===== config.mk =====
export PLATFORM = sky130hd
export DESIGN_NAME = control_unit
export DESIGN_NICKNAME = d
export VERILOG_FILES = /design/src/rtl/computer_pkg.sv /design/src/rtl/control_unit.sv
export SDC_FILE = /design/constraint.sdc
export NUM_CORES = 1
export LEC_CHECK = 0
export CAP_MARGIN = 20
export CORE_MARGIN = 10
export CORE_UTILIZATION = 47
export CTS_CLUSTER_DIAMETER = 40
export DETAILED_ROUTE_END_ITERATION = 10
export GPL_TIMING_DRIVEN = 0
export PLACE_DENSITY = 0.9
export SLEW_MARGIN = 20
export SYNTH_ARGS = -nofsm -noshare
export SYNTH_HDL_FRONTEND = slang
export SYNTH_SLANG_ARGS = --single-unit

===== constraint.sdc =====
create_clock -name clock -period 2.4 [get_ports clock]
set_input_delay 0.36 -clock clock [delete_from_list [all_inputs] [get_ports clock]]
set_output_delay 0.36 -clock clock [all_outputs]
set_load 0.005 [all_outputs]

===== src/rtl/computer_pkg.sv =====
// Shared definitions for the 8-bit computer: opcodes, bus/ALU select encodings
// and the control unit state enum.
package computer_pkg;

    localparam logic [7:0] OP_LDA_IMM = 8'h86;
    localparam logic [7:0] OP_LDA_DIR = 8'h87;
    localparam logic [7:0] OP_LDB_IMM = 8'h88;
    localparam logic [7:0] OP_LDB_DIR = 8'h89;
    localparam logic [7:0] OP_STA_DIR = 8'h96;
    localparam logic [7:0] OP_STB_DIR = 8'h97;
    localparam logic [7:0] OP_ADD_AB  = 8'h42;
    localparam logic [7:0] OP_SUB_AB  = 8'h43;
    localparam logic [7:0] OP_BRA     = 8'h20;
    localparam logic [7:0] OP_BEQ     = 8'h23;

    localparam logic [1:0] BUS1_PC  = 2'b00;
    localparam logic [1:0] BUS1_A   = 2'b01;
    localparam logic [1:0] BUS1_B   = 2'b10;

    localparam logic [1:0] BUS2_ALU  = 2'b00;
    localparam logic [1:0] BUS2_BUS1 = 2'b01;
    localparam logic [1:0] BUS2_MEM  = 2'b10;

    localparam logic [2:0] ALU_ADD = 3'b000;
    localparam logic [2:0] ALU_SUB = 3'b001;

    localparam int CCR_Z_BIT = 2;

    typedef enum logic [5:0] {
        S_FETCH_0, S_FETCH_1, S_FETCH_2, S_DECODE_3,
        S_LDA_IMM_4, S_LDA_IMM_5, S_LDA_IMM_6,
        S_LDA_DIR_4, S_LDA_DIR_5, S_LDA_DIR_6, S_LDA_DIR_7, S_LDA_DIR_8,
        S_LDB_IMM_4, S_LDB_IMM_5, S_LDB_IMM_6,
        S_LDB_DIR_4, S_LDB_DIR_5, S_LDB_DIR_6, S_LDB_DIR_7, S_LDB_DIR_8,
        S_STA_DIR_4, S_STA_DIR_5, S_STA_DIR_6, S_STA_DIR_7,
        S_STB_DIR_4, S_STB_DIR_5, S_STB_DIR_6, S_STB_DIR_7,
        S_ADD_AB_4, S_SUB_AB_4,
        S_BRA_4, S_BRA_5, S_BRA_6,
        S_BEQ_4, S_BEQ_5, S_BEQ_6, S_BEQ_7
    } state_t;

endpackage


===== src/rtl/control_unit.sv =====
// Moore control FSM for the 8-bit computer: fetch, decode and execute sequencing
// of the datapath load enables, bus selects, ALU select and memory write strobe.
module control_unit
    import computer_pkg::*;
(
    input  logic       clock,
    input  logic       reset,
    input  logic [7:0] IR,
    input  logic [3:0] CCR_Result,
    output logic       IR_Load,
    output logic       MAR_Load,
    output logic       PC_Load,
    output logic       PC_Inc,
    output logic       A_Load,
    output logic       B_Load,
    output logic [2:0] ALU_Sel,
    output logic       CCR_Load,
    output logic [1:0] Bus1_Sel,
    output logic [1:0] Bus2_Sel,
    output logic       write
);

    state_t state_q, state_d;

    // Only Z steers the branch; the other flags are don't-care here.
    logic unused_ccr;
    assign unused_ccr = ^{CCR_Result[3], CCR_Result[1:0]};

    always_ff @(posedge clock or posedge reset) begin
        if (reset) state_q <= S_FETCH_0;
        else       state_q <= state_d;
    end

    always_comb begin
        state_d = S_FETCH_0;
        case (state_q)
            S_FETCH_0:  state_d = S_FETCH_1;
            S_FETCH_1:  state_d = S_FETCH_2;
            S_FETCH_2:  state_d = S_DECODE_3;
            S_DECODE_3: begin
                case (IR)
                    OP_LDA_IMM: state_d = S_LDA_IMM_4;
                    OP_LDA_DIR: state_d = S_LDA_DIR_4;
                    OP_LDB_IMM: state_d = S_LDB_IMM_4;
                    OP_LDB_DIR: state_d = S_LDB_DIR_4;
                    OP_STA_DIR: state_d = S_STA_DIR_4;
                    OP_STB_DIR: state_d = S_STB_DIR_4;
                    OP_ADD_AB:  state_d = S_ADD_AB_4;
                    OP_SUB_AB:  state_d = S_SUB_AB_4;
                    OP_BRA:     state_d = S_BRA_4;
                    OP_BEQ:     state_d = CCR_Result[CCR_Z_BIT] ? S_BEQ_4 : S_BEQ_7;
                    default:    state_d = S_FETCH_0;
                endcase
            end
            S_LDA_IMM_4: state_d = S_LDA_IMM_5;
            S_LDA_IMM_5: state_d = S_LDA_IMM_6;
            S_LDA_DIR_4: state_d = S_LDA_DIR_5;
            S_LDA_DIR_5: state_d = S_LDA_DIR_6;
            S_LDA_DIR_6: state_d = S_LDA_DIR_7;
            S_LDA_DIR_7: state_d = S_LDA_DIR_8;
            S_LDB_IMM_4: state_d = S_LDB_IMM_5;
            S_LDB_IMM_5: state_d = S_LDB_IMM_6;
            S_LDB_DIR_4: state_d = S_LDB_DIR_5;
            S_LDB_DIR_5: state_d = S_LDB_DIR_6;
            S_LDB_DIR_6: state_d = S_LDB_DIR_7;
            S_LDB_DIR_7: state_d = S_LDB_DIR_8;
            S_STA_DIR_4: state_d = S_STA_DIR_5;
            S_STA_DIR_5: state_d = S_STA_DIR_6;
            S_STA_DIR_6: state_d = S_STA_DIR_7;
            S_STB_DIR_4: state_d = S_STB_DIR_5;
            S_STB_DIR_5: state_d = S_STB_DIR_6;
            S_STB_DIR_6: state_d = S_STB_DIR_7;
            S_BRA_4:     state_d = S_BRA_5;
            S_BRA_5:     state_d = S_BRA_6;
            S_BEQ_4:     state_d = S_BEQ_5;
            S_BEQ_5:     state_d = S_BEQ_6;
            // Last execute states and illegal encodings fall back to fetch.
            default:     state_d = S_FETCH_0;
        endcase
    end

    // Reset gates the decode so nothing pulses while reset is held.
    always_comb begin
        IR_Load  = 1'b0;
        MAR_Load = 1'b0;
        PC_Load  = 1'b0;
        PC_Inc   = 1'b0;
        A_Load   = 1'b0;
        B_Load   = 1'b0;
        ALU_Sel  = ALU_ADD;
        CCR_Load = 1'b0;
        Bus1_Sel = BUS1_PC;
        Bus2_Sel = BUS2_ALU;
        write    = 1'b0;
        if (!reset) begin
            case (state_q)
                S_FETCH_0, S_LDA_IMM_4, S_LDA_DIR_4, S_LDB_IMM_4, S_LDB_DIR_4,
                S_STA_DIR_4, S_STB_DIR_4, S_BRA_4, S_BEQ_4: begin
                    Bus1_Sel = BUS1_PC;
                    Bus2_Sel = BUS2_BUS1;
                    MAR_Load = 1'b1;
                end
                S_FETCH_1, S_LDA_IMM_5, S_LDA_DIR_5, S_LDB_IMM_5, S_LDB_DIR_5,
                S_STA_DIR_5, S_STB_DIR_5, S_BEQ_7: begin
                    PC_Inc = 1'b1;
                end
                S_FETCH_2: begin
                    Bus2_Sel = BUS2_MEM;
                    IR_Load  = 1'b1;
                end
                S_LDA_IMM_6, S_LDA_DIR_8: begin
                    Bus2_Sel = BUS2_MEM;
                    A_Load   = 1'b1;
                end
                S_LDB_IMM_6, S_LDB_DIR_8: begin
                    Bus2_Sel = BUS2_MEM;
                    B_Load   = 1'b1;
                end
                // Operand byte is the effective address.
                S_LDA_DIR_6, S_LDB_DIR_6, S_STA_DIR_6, S_STB_DIR_6: begin
                    Bus2_Sel = BUS2_MEM;
                    MAR_Load = 1'b1;
                end
                S_STA_DIR_7: begin
                    Bus1_Sel = BUS1_A;
                    write    = 1'b1;
                end
                S_STB_DIR_7: begin
                    Bus1_Sel = BUS1_B;
                    write    = 1'b1;
                end
                S_ADD_AB_4, S_SUB_AB_4: begin
                    Bus1_Sel = BUS1_B;
                    ALU_Sel  = (state_q == S_SUB_AB_4) ? ALU_SUB : ALU_ADD;
                    Bus2_Sel = BUS2_ALU;
                    A_Load   = 1'b1;
                    CCR_Load = 1'b1;
                end
                S_BRA_6, S_BEQ_6: begin
                    Bus2_Sel = BUS2_MEM;
                    PC_Load  = 1'b1;
                end
                default: ;
            endcase
        end
    end

endmodule


==> impl_metrics.py <==
metrics = {
    "die": {
        "rows": 16,
        "dieArea_um2": 4370,
        "initial_core_util_pct": 50.4,
        "die_h_um": 66.1,
        "coreArea_um2": 1980,
        "ios": 29,
        "die_x_um": 66.1,
    },
    "timing": {
        "period_needed_ns": 2.32,
        "min_period_over_period_pct": 96.7,
        "finalClockSkew_ns": 0.000140,
        "slew_violations": 0,
        "final-setup-viol-count": 0,
        "tns_ns": 0,
        "hold_viol_final": 0,
        "fmax_mhz": 431,
    },
    "placement": {
        "io_buffers": 22,
        "dp.cells": 203,
        "post_dp_cell_area_um2": 1260,
        "place_congestion": 0.987,
        "place_hpwl_um": 2480,
    },
    "logic_synthesis": {
        "synth_top_area_share_pct": 15.0,
        "yosysSeqAreaShare_pct": 15.0,
        "async_flop_share_pct": 100,
        "yosys.area.top_type": "dfrtp_1",
        "yosysUniqueCellTypes": 46,
        "avgSynthCellArea_um2": 6.53,
        "synth_edf_count": 0,
        "synthesis.area_um2": 998,
        "synth-warning-count": 0,
        "syn-instance-count": 153,
        "yosys-top-cells-area": "dfrtp_1, a21oi_1, nor3_1",
        "synth_ff_type": "dfrtp_1",
        "ys_seq_elements": 6,
    },
    "power": {
        "vdd_drop_max_mv": 0.453,
        "sequentialPowerShare_pct": 18.1,
        "p_int_uw": 473,
        "switching_share_pct": 49.6,
        "pwr-share-comb_pct": 71.8,
        "p_sw_uw": 465,
        "p_leak_uw": 0.000533,
        "powerDensity_nw_per_um2": 688,
        "clkPwrFrac_pct": 10.1,
    },
    "global_routing": {
        "grt_overflow_total": 0,
        "antenna_found_initial": 0,
        "grt_first_pass_wirelength_um": 5400,
        "grt_max_degree": 13,
        "grt.total_usage_pct": 14.9,
        "grt_pass1_vias": 1242,
    },
    "route": {
        "wl_met1_um": 1390,
        "met3WireLength_um": 305,
        "drc_errors": 0,
        "top_layer": "met4",
        "wl_per_cell_um": 16.6,
        "num_vias": 1327,
        "dr.pass1.iters": 4,
        "via_per_inst": 6.44,
        "detail-route-antenna-nets": 0,
        "drt_iter0_markers": 86,
        "wl_met2_um": 1630,
        "drt_wl_total_um": 3420,
    },
    "final_layout": {
        "largest_reg_flops": 6,
        "final_cells": 206,
        "fin_util_pct": 68.9,
        "stdcell_area_um2": 1370,
        "drive_above_1_share_pct": 16.8,
        "insertedDiodeCount": 0,
        "reg_top3": "state_q (6)",
        "fin_nets": 195,
        "area_growth_pct": 36.7,
        "top_register": "state_q",
    },
    "clock_tree": {
        "clockBufferDepth": 2,
        "cts_tree": "yes",
        "cts_sinks": 6,
        "h-tree-depth": 1,
        "clk_pin_slew_ns": 0.04,
        "cts-root-buf": "clkbuf_4",
        "clock_latency_ns": 0.25,
        "cts_buffers": 3,
    },
    "worst_setup_path": {
        "crit_arrival_ns": 1.96,
        "start_kind": "flip-flop",
        "crit_path_max_fanout": 5,
        "worstSetupEndpointType": "primary output",
        "crit_type": "reg -> out",
        "required_ns": 2.04,
    },
    "status": {
        "outcome": "complete, no violations",
    },
    "min_path": {
        "holdCritPathClass": "in -> async",
    },
    "job": {
        "maxCapViolations": 0,
    },
}
per-layer routing:
layer	vias up	global-route usage, %
met3	15	2.71
met5	-	0
met1	618	17.5
met4	0	8.64
met2	75	24.6
li1	619	-
cells by family after synthesis:
kind of cell,Yosys count,synth area share (%)
AND/OR/NAND/NOR,72,40.7
AO/OA/AOI/OAI,50,32.1
buffers and inverters,21,8.77
flip-flops,6,15.0
multiplexers,2,2.13
XOR/XNOR,1,0.877
other,1,0.376
cells in the final DEF (no fill, tap or decap), types with 2 or more instances in the layout:
| cell | n |
|---|---|
| dfrtp_1 | 5 |
| clkbuf_4 | 5 |
| nor2_1 | 11 |
| nor2b_2 | 2 |
| nand3b_1 | 2 |
| clkdlybuf4s50_1 | 17 |
| buf_4 | 5 |
| nand2_1 | 12 |
| inv_1 | 5 |
| nand3_1 | 6 |
| dlygate4sd2_1 | 4 |
| nand2b_1 | 4 |
| o22a_1 | 2 |
| o21ai_0 | 10 |
| o31ai_1 | 4 |
| a31oi_1 | 5 |
| nor2b_1 | 4 |
| a21boi_0 | 2 |
| nor4_1 | 2 |
| buf_2 | 3 |
| nor3_1 | 11 |
| nor4b_1 | 2 |
| a2bb2oi_1 | 2 |
| a21oi_1 | 14 |
| o22ai_1 | 3 |
| conb_1 | 2 |
| buf_6 | 3 |
| or2_2 | 2 |
power by group through the flow:
stage	combinational [uW]	sequential [uW]	clock, uW
2_1_floorplan	440	143	0
3_3_place_gp	623	147	0
3_5_place_dp	641	148	0
4_1_cts	630	163	97.7
5_1_grt	724	174	102
6_report	674	170	94.8
stage by stage:
step                      power [uW]  hold WS, ns  worst slack [ns]
after floorplan                  584        0.151             0.621
after global placement           769        0.733            -0.101
after detailed placement         789        0.738            -0.179
after CTS                        890        0.271           0.00288
after global routing            1000        0.293          -0.00263
final                            939        0.286            0.0782
path summary, 6_finish.rpt:
path | from | to | slack, ns | depth (start not counted)
min in group clock | IR[1] | state_q[1]$_DFF_PP0_ | 0.52 | 3
max in group asynchronous | reset | state_q[5]$_DFF_PP0_ | 1.91 | 2
min | reset | state_q[1]$_DFF_PP0_ | 0.29 | 2
min reg2reg | state_q[1]$_DFF_PP0_ | state_q[5]$_DFF_PP0_ | 0.75 | 2
max reg2reg | state_q[4]$_DFF_PP0_ | state_q[0]$_DFF_PP0_ | 0.48 | 5
max | state_q[4]$_DFF_PP0_ | PC_Inc | 0.08 | 7
repair_timing:
item | CTS | global route
setup buffers | 0 | 2
cloned | 0 | 0
pin swaps | 0 | 0
hold buffers | 0 | 0
setup endpoints to repair | 13 | 11
gates resized for setup | 26 | 14
Yosys cell counts, drive strengths merged (2+ instances only):
cell / instances
a21oi: 14
nand2: 13
nor3: 12
nor2: 11
o21ai: 10
clkbuf: 9
buf: 6
dfrtp: 6
inv: 6
nand3: 6
nor2b: 6
a31oi: 5
nand2b: 5
nor4: 4
o31ai: 4
o22ai: 3
a21boi: 2
a2bb2oi: 2
nand3b: 2
nor4b: 2
o22a: 2
or2: 2
worst max-delay path, stage by stage, from the launching register on:
cell	delay, ns
dfrtp_1	0.42
buf_4	0.16
xor2_1	0.25
mux2i_1	0.13
o22a_1	0.20
o32a_1	0.17
nor3_1	0.12
dlygate4sd2_1	0.26
layout make-up:
cell class | count | area (um2)
Buffer | 13 | 105
Clock buffer | 3 | 22.5
Fill cell | 171 | 617
Inverter | 6 | 22.5
Multi-Input combinational cell | 127 | 797
Sequential cell | 6 | 151
Tap cell | 27 | 33.8
Timing Repair Buffer | 24 | 233
No activity file was read; power rests on OpenSTA's default activity.
